## src/rtl/ifft_8_serial.sv

```systemverilog
// ifft_8_serial: serial 8-point radix-2 IFFT with one shared butterfly; define IFFT_ROUND_EN for round-half-up instead of floor
module ifft_8_serial #(
  parameter int N = 3,
  parameter int W = 8
) (
  input  logic         clk,
  input  logic         rst,
  input  logic         in_valid,
  output logic         in_ready,
  input  logic [W-1:0] in_real,
  input  logic [W-1:0] in_image,
  output logic         out_valid,
  input  logic         out_ready,
  output logic [W-1:0] out_real,
  output logic [W-1:0] out_image,
  output logic         out_last,
  output logic         busy
);
  localparam int P = 1 << N;
  localparam logic [1:0] LOAD = 2'd0, COMP = 2'd1, UNLOAD = 2'd2;
`ifdef IFFT_ROUND_EN
  localparam logic signed [W+8:0] R7 = (W+9)'(64);
`else
  localparam logic signed [W+8:0] R7 = '0;
`endif
  logic [1:0] state;
  logic [3:0] cnt;
  logic signed [W-1:0] mem_re [P];
  logic signed [W-1:0] mem_im [P];
  logic [1:0] st, bf, k;
  logic [2:0] ai, aj;
  logic signed [W-1:0] ar, aim, br, bi, nbi;
  logic signed [W+8:0] prr, pii, pd, ps, pn;
  logic signed [W:0] tr, ti;

  function automatic logic signed [W:0] shr7(input logic signed [W+8:0] x);
    logic signed [W+8:0] y;
    y = (x + R7) >>> 7;
    return y[W:0];
  endfunction

  function automatic logic signed [W-1:0] halve(input logic signed [W:0] x);
`ifdef IFFT_ROUND_EN
    logic signed [W+1:0] z;
    z = ((W+2)'(x) + (W+2)'(1)) >>> 1;
    return z[W+1:W-1] == 3'b001 ? {1'b0, {(W-1){1'b1}}} : z[W-1:0];
`else
    logic signed [W:0] z;
    z = x >>> 1;
    return z[W-1:0];
`endif
  endfunction

  always_comb begin
    st = cnt[3:2];
    bf = cnt[1:0];
    ai = st == 2'd0 ? {bf, 1'b0} : st == 2'd1 ? {bf[1], 1'b0, bf[0]} : {1'b0, bf};
    aj = ai | (3'd1 << st);
    k = st == 2'd0 ? 2'd0 : st == 2'd1 ? {bf[0], 1'b0} : bf;
    ar = mem_re[ai];
    aim = mem_im[ai];
    br = mem_re[aj];
    bi = mem_im[aj];
    nbi = bi == {1'b1, {(W-1){1'b0}}} ? {1'b0, {(W-1){1'b1}}} : -bi;
    prr = (W+9)'(br) * (W+9)'(91);
    pii = (W+9)'(bi) * (W+9)'(91);
    pd = prr - pii;
    ps = prr + pii;
    pn = -ps;
    tr = k == 2'd0 ? (W+1)'(br) : k == 2'd2 ? (W+1)'(nbi) : k == 2'd1 ? shr7(pd) : shr7(pn);
    ti = k == 2'd0 ? (W+1)'(bi) : k == 2'd2 ? (W+1)'(br) : k == 2'd1 ? shr7(ps) : shr7(pd);
  end

  always_ff @(posedge clk) begin
    if (rst) begin
      state <= LOAD;
      cnt <= '0;
    end else if (state == LOAD) begin
      if (in_valid) begin
        mem_re[{cnt[0], cnt[1], cnt[2]}] <= in_real;
        mem_im[{cnt[0], cnt[1], cnt[2]}] <= in_image;
        cnt <= cnt == 4'(P - 1) ? '0 : cnt + 4'd1;
        state <= cnt == 4'(P - 1) ? COMP : LOAD;
      end
    end else if (state == COMP) begin
      mem_re[ai] <= halve((W+1)'(ar) + tr);
      mem_im[ai] <= halve((W+1)'(aim) + ti);
      mem_re[aj] <= halve((W+1)'(ar) - tr);
      mem_im[aj] <= halve((W+1)'(aim) - ti);
      cnt <= cnt == 4'(N * P / 2 - 1) ? '0 : cnt + 4'd1;
      state <= cnt == 4'(N * P / 2 - 1) ? UNLOAD : COMP;
    end else if (state == UNLOAD) begin
      if (out_ready) begin
        cnt <= cnt == 4'(P - 1) ? '0 : cnt + 4'd1;
        state <= cnt == 4'(P - 1) ? LOAD : UNLOAD;
      end
    end else begin
      state <= LOAD;
    end
  end

  assign in_ready = state == LOAD;
  assign busy = state == COMP || state == UNLOAD;
  assign out_valid = state == UNLOAD;
  assign out_real = out_valid ? mem_re[cnt[2:0]] : '0;
  assign out_image = out_valid ? mem_im[cnt[2:0]] : '0;
  assign out_last = out_valid && cnt == 4'(P - 1);
endmodule

```

## config.mk

```make
export PLATFORM = sky130hd
export DESIGN_NAME = ifft_8_serial
export DESIGN_NICKNAME = d
export VERILOG_FILES = /design/src/rtl/ifft_8_serial.sv
export SDC_FILE = /design/constraint.sdc
export NUM_CORES = 1
export LEC_CHECK = 0
export BUFFER_PORTS_ARGS = -buffer_cell sky130_fd_sc_hd__clkbuf_2
export CAP_MARGIN = 20
export CELL_PAD_IN_SITES_DETAIL_PLACEMENT = 1
export CELL_PAD_IN_SITES_GLOBAL_PLACEMENT = 2
export CORE_MARGIN = 2
export CORE_UTILIZATION = 35
export DETAILED_ROUTE_END_ITERATION = 16
export PLACE_DENSITY_LB_ADDON = 0.1
export SLEW_MARGIN = 0
export SYNTH_ARGS = -nofsm -noshare
export SYNTH_HDL_FRONTEND = slang
export SYNTH_SLANG_ARGS = --single-unit
```

## constraint.sdc

```tcl
create_clock -name clk -period 13.49 [get_ports clk]
set_input_delay 2.698 -clock clk [delete_from_list [all_inputs] [get_ports clk]]
set_output_delay 2.698 -clock clk [all_outputs]
set_load 0.005 [all_outputs]
```

# == Yosys cells after proc, flatten, opt, wreduce, memory -nomap -nowiden ==
# Memory sizes are Yosys's and may differ from the RTL's. A register that Yosys moved wholly into a read port is not among the register bits.
# Index checks and enable logic that the tools add are counted.
# totals
input_bits,20
ramBits,128
memories,2
output_inout_bits,20
ff_bits,6
# op_classes
eq_ne,10
reduce_logical,11
n_shift,1
n_addsub,9
mul,2
n_bitwise,1
n_mux,46
# mem_list
memory,depth,word_bits,read_ports,rd_ports_with_merged_regs,wr,line_no,rtl
mem_im,8,8,3,1,2,29,logic signed [W-1:0] mem_im [P];
mem_re,8,8,3,1,2,28,logic signed [W-1:0] mem_re [P];
# op_table
op,count
9-bit 2-to-1 mux,6
8-bit 2-to-1 mux,5
8-bit by 8-bit multiplier with 16-bit output (second input constant),2
4-bit 2-to-1 mux,7
3-bit 2-to-1 mux,8
8-bit by 9-bit adder with 9-bit output,2
2-bit 2-to-1 mux,9
8-bit by 9-bit subtractor with 9-bit output,2
16-bit adder,1
16-bit negation,1
8-bit OR reduction,2
16-bit subtractor,1
1-bit 2-to-1 mux,11
8-bit equality test (second input constant),1
8-bit negation,1
2-bit by 1-bit equality test with 1-bit output (second input constant),3
2-bit zero test,3
3-bit nonzero test,2
4-bit by 1-bit adder with 4-bit output (second input constant),1
2-bit equality test (second input constant),2
4-bit by 3-bit equality test with 1-bit output (second input constant),1
4-bit equality test (second input constant),1
4-bit by 2-bit != test with 1-bit output (second input constant),1
3-bit OR,1
6 further kinds,6

# == Longest topological paths before layout ==
# An unclocked memory read counts as a cell.
# logic_depth
depth_word,13
depth_mapped,51

# == Worst setup path before layout ==
# Ideal clock, no wire load.
# synth_timing
path_kind,reg-to-reg
startpoint,register cnt[2]
endpoint,"memory mem_re[5][7], data pin"
arrival_time_ns,9.405
setup_slack_ns,3.803
setup_time_ns,0.282
period_less_slack_ns,9.687
path_buffers,7
path_stages_with_launch,41
required_ns,13.208
cell_sequence,dfxtp_1 clkbuf_1 clkbuf_1 clkbuf_1 clkbuf_1 buf_1 nand3_1 o211ai_1 o21ai_0 o21ai_0 ha_1 inv_1 fa_1 inv_1 ha_1 inv_1 fa_1 inv_1 [5 not listed] ha_1 buf_4 nand2_1 a21oi_1 a221o_1 a2111o_1 o311a_2 or4_4 or4b_4 a311o_1 a31o_2 ha_1 clkbuf_1 a21oi_1 xnor2_1 or3_4 a21oi_4 o22ai_1
# synth_rtl
item,line_no,rtl
"start, declared",27,logic [3:0] cnt;
"start signal, assigned",82,cnt <= cnt == 4'(P - 1) ? '0 : cnt + 4'd1;
"start signal, assigned",90,cnt <= cnt == 4'(N * P / 2 - 1) ? '0 : cnt + 4'd1;
"start signal, assigned",94,cnt <= cnt == 4'(P - 1) ? '0 : cnt + 4'd1;
"end, declared",28,

==> flow_metrics.py <==
metrics = {
    "timing": {
        "hold_violations": 0,
        "rsz0062_at_grt": "no",
        "setup_tns_ns": 0,
        "finalSetupViolations": 0,
        "worstMarginPinSlew_ns": 1.12,
        "skew_ns": 0.0143,
        "slew_headroom_pct": 24.9,
        "post-route-period-util_pct": 84.7,
        "fin_hold_ws_ns": 0.514,
        "slew_viol_final": 0,
        "timing.fmax_ghz": 0.0875,
        "min_period_ns": 11.43,
    },
    "hold_path": {
        "worstHoldStart": "state[1]",
        "min_path_cells": 2,
        "worst_hold_path.endpoint": "state[1]",
        "hold_class": "flop to flop",
    },
    "synthesis": {
        "netlist-cell-type-count": 89,
        "synth_edf_count": 128,
        "ys_seq_elements": 137,
        "synthArstFlopShare_pct": 0,
        "synth_top_area_share_pct": 24.5,
        "yosysTopAreaCell": "edfxtp_1",
        "synth.cell_area_um2": 15700,
        "syn_nets": 1941,
        "syn_area_per_cell_um2": 8.93,
        "seq_area_frac_synth_pct": 25.6,
        "synth_flop_cell": "edfxtp_1",
        "yosysWarnings": 0,
        "synth_area_leaders": "edfxtp_1 24%, ha_1 10%, mux4_2 9.2%, a21oi_1 5.3%, fa_1 4.5%",
        "synthCells": 1758,
    },
    "global_routing": {
        "grt_util_all_layers_pct": 26.8,
        "grt_max_degree": 42,
        "first_global_vias": 14400,
        "grt_pass1_wl_um": 92600,
        "antenna_found_initial": 1,
        "grt-ovfl-total": 0,
    },
    "status": {
        "status": "finished, final reports clean",
    },
    "finish": {
        "final_common_cell": "nor2_1",
        "syn2layout_area_growth_pct": 9.18,
        "drive_gt1_share_pct": 13.8,
        "mostFrequentLayoutCells": "173 x nor2_1, 165 x a21oi_1, 149 x inv_1, 144 x nand2_1",
        "antennaDiodeCount": 0,
        "layout.cells.non_filler": 2348,
        "stdcell_area_um2": 17100,
        "num-nets-final": 1926,
    },
    "detailed_routing": {
        "vias": 13800,
        "wl_um": 61500,
        "drc": 0,
        "drtPass1Iterations": 5,
        "post_drt_wl_per_cell_um": 26.2,
        "avgViaCountPerCell": 5.89,
        "drtAntennaViolNets": 0,
        "drt-initial-drc-count": 1206,
    },
    "placed_design": {
        "portBuffers": 39,
        "gp_congestion": 0.852,
        "placed_cells": 2316,
        "dpl_cell_area_um2": 16600,
        "dpl.hpwl_um": 45900,
    },
    "critical_path": {
        "reg2reg_slack_ns": 2.06,
        "path_max_fanout": 27,
        "rr_worst_depth": 40,
        "cp_slowest_stage_delay_ns": 0.80,
        "crit_path_end_kind": "flop",
        "critPathRequiredTime_ns": 13.64,
        "reg2reg_from": "cnt[1]",
        "crit_family": "simple AND/OR/NAND/NOR gates",
        "path_buf_inv": 5,
        "cp.arrival_ns": 11.59,
        "cp-start-kind": "flop",
        "crit_slowest_cell": "nor3b_2",
        "worstSetupPathType": "flop to flop",
        "r2r_end": "mem_re[5][7]",
    },
    "clock_network": {
        "cts_buffer_depth": 2,
        "ctsRootBufferMaster": "clkbuf_16",
        "tritoncts": "yes",
        "numCtsBuffers": 17,
        "path_clk_slew_ns": 0.07,
        "cts_resized": 0,
        "htreeDepth": 4,
        "post_cts_buffers": 0,
        "clock_latency_ns": 0.46,
        "clock_sinks": 137,
        "hold_buffers": 0,
    },
    "die": {
        "die_x_um": 216,
        "io_pins": 40,
        "row_count": 77,
        "die-area_um2": 46600,
        "initial_core_util_pct": 35.5,
        "dieHeight_um": 216,
        "coreArea_um2": 44200,
    },
    "job": {
        "max_cap_viol_count": 0,
    },
}
==> through the flow <==
stage / setup WS [ns] / utilization, %
floorplan: 3.80 / -
global placement: 2.42 / 37.5
detailed placement: 2.19 / 37.5
CTS: 2.14 / 38.8
global route: 1.28 / 38.8
finish: 2.06 / 38.8
==> synthesized netlist by cell type, types with 4 or more instances <==
library cell / count
nand2_1: 145
nand4_1: 6
nor2b_1: 21
a31o_2: 4
o31a_1: 7
nand2b_1: 30
mux4_2: 64
and2_1: 9
or3_1: 9
a2bb2oi_1: 5
xor2_1: 20
fa_1: 35
a211oi_1: 17
inv_2: 4
o21ai_1: 13
ha_1: 128
a31oi_1: 15
inv_1: 149
a22o_1: 4
mux2_2: 20
nand3_1: 38
edfxtp_1: 128
or2_2: 8
nor4_1: 9
and3_1: 11
buf_1: 16
xnor2_1: 60
clkbuf_1: 83
nor2_1: 179
o22ai_1: 33
nor3_1: 27
buf_2: 5
a21oi_1: 167
o31ai_1: 20
a21o_1: 21
a221oi_1: 14
dfxtp_1: 9
mux2i_1: 63
o21ai_0: 42
o21bai_1: 26
nand3b_1: 5
o211ai_1: 14
==> how the worst max path moves through the flow <==
stage                 from           end  slack [ns]  cells after the start
finish              cnt[1]  mem_re[5][7]        2.06                     40
global route        cnt[1]  mem_re[5][7]        1.28                     40
CTS                 cnt[1]  mem_re[5][7]        2.14                     40
detailed placement  cnt[1]  mem_re[5][7]        2.19                     40
global placement    cnt[1]  mem_re[5][7]        2.42                     40
floorplan           cnt[2]  mem_re[5][7]        3.80                     40
==> final cells by class <==
type / count / area, um^2
repair buffers: 76 / 473
well taps: 592 / 741
clock inverters: 13 / 119
inverters: 153 / 574
flip-flops and latches: 137 / 4030
multi-input cells: 1358 / 10800
fillers: 5105 / 27100
clock buffers: 19 / 433
==> registers in the layout (all words and copies together) (netlist names), named ones only <==
signal / cells
cnt: 4
mem_im: 64
mem_re: 64
state: 2
==> kinds of logic (layout without fill, tap and decap cells) <==
kind of cell,Yosys count,count (layout),share of synthesized area [%]
flip-flops,137,137,25.6
adder cells (fa/ha/maj),163,163,14.7
buffers and inverters,263,261,6.50
AND/OR/NAND/NOR,516,516,15.3
AO/OA/AOI/OAI,450,450,18.6
XOR/XNOR,82,82,4.71
multiplexers,147,147,14.6
==> worst reg2reg max path, delay by kind of cell (launching register included) <==
family          cells  cell delay, ns
simple gates       13            3.85
fa+ha+maj           7            2.71
compound gates     12            2.13
xor+xnor            3            1.09
buf+inv             5            0.73
flops               1            0.61
==> per-layer routing <==
| metal | up-vias | routed length (um) | global-route usage [%] |
|---|---|---|---|
| met5 | - | 0 | 0 |
| met2 | 416 | 28700 | 44.0 |
| met1 | 6995 | 27500 | 36.0 |
| met3 | 83 | 3720 | 4.64 |
| li1 | 6344 | - | - |
| met4 | 0 | 1610 | 7.84 |
Power is not shown: default switching activity piles up to over one toggle a cycle in this logic, so the estimate is an artifact.
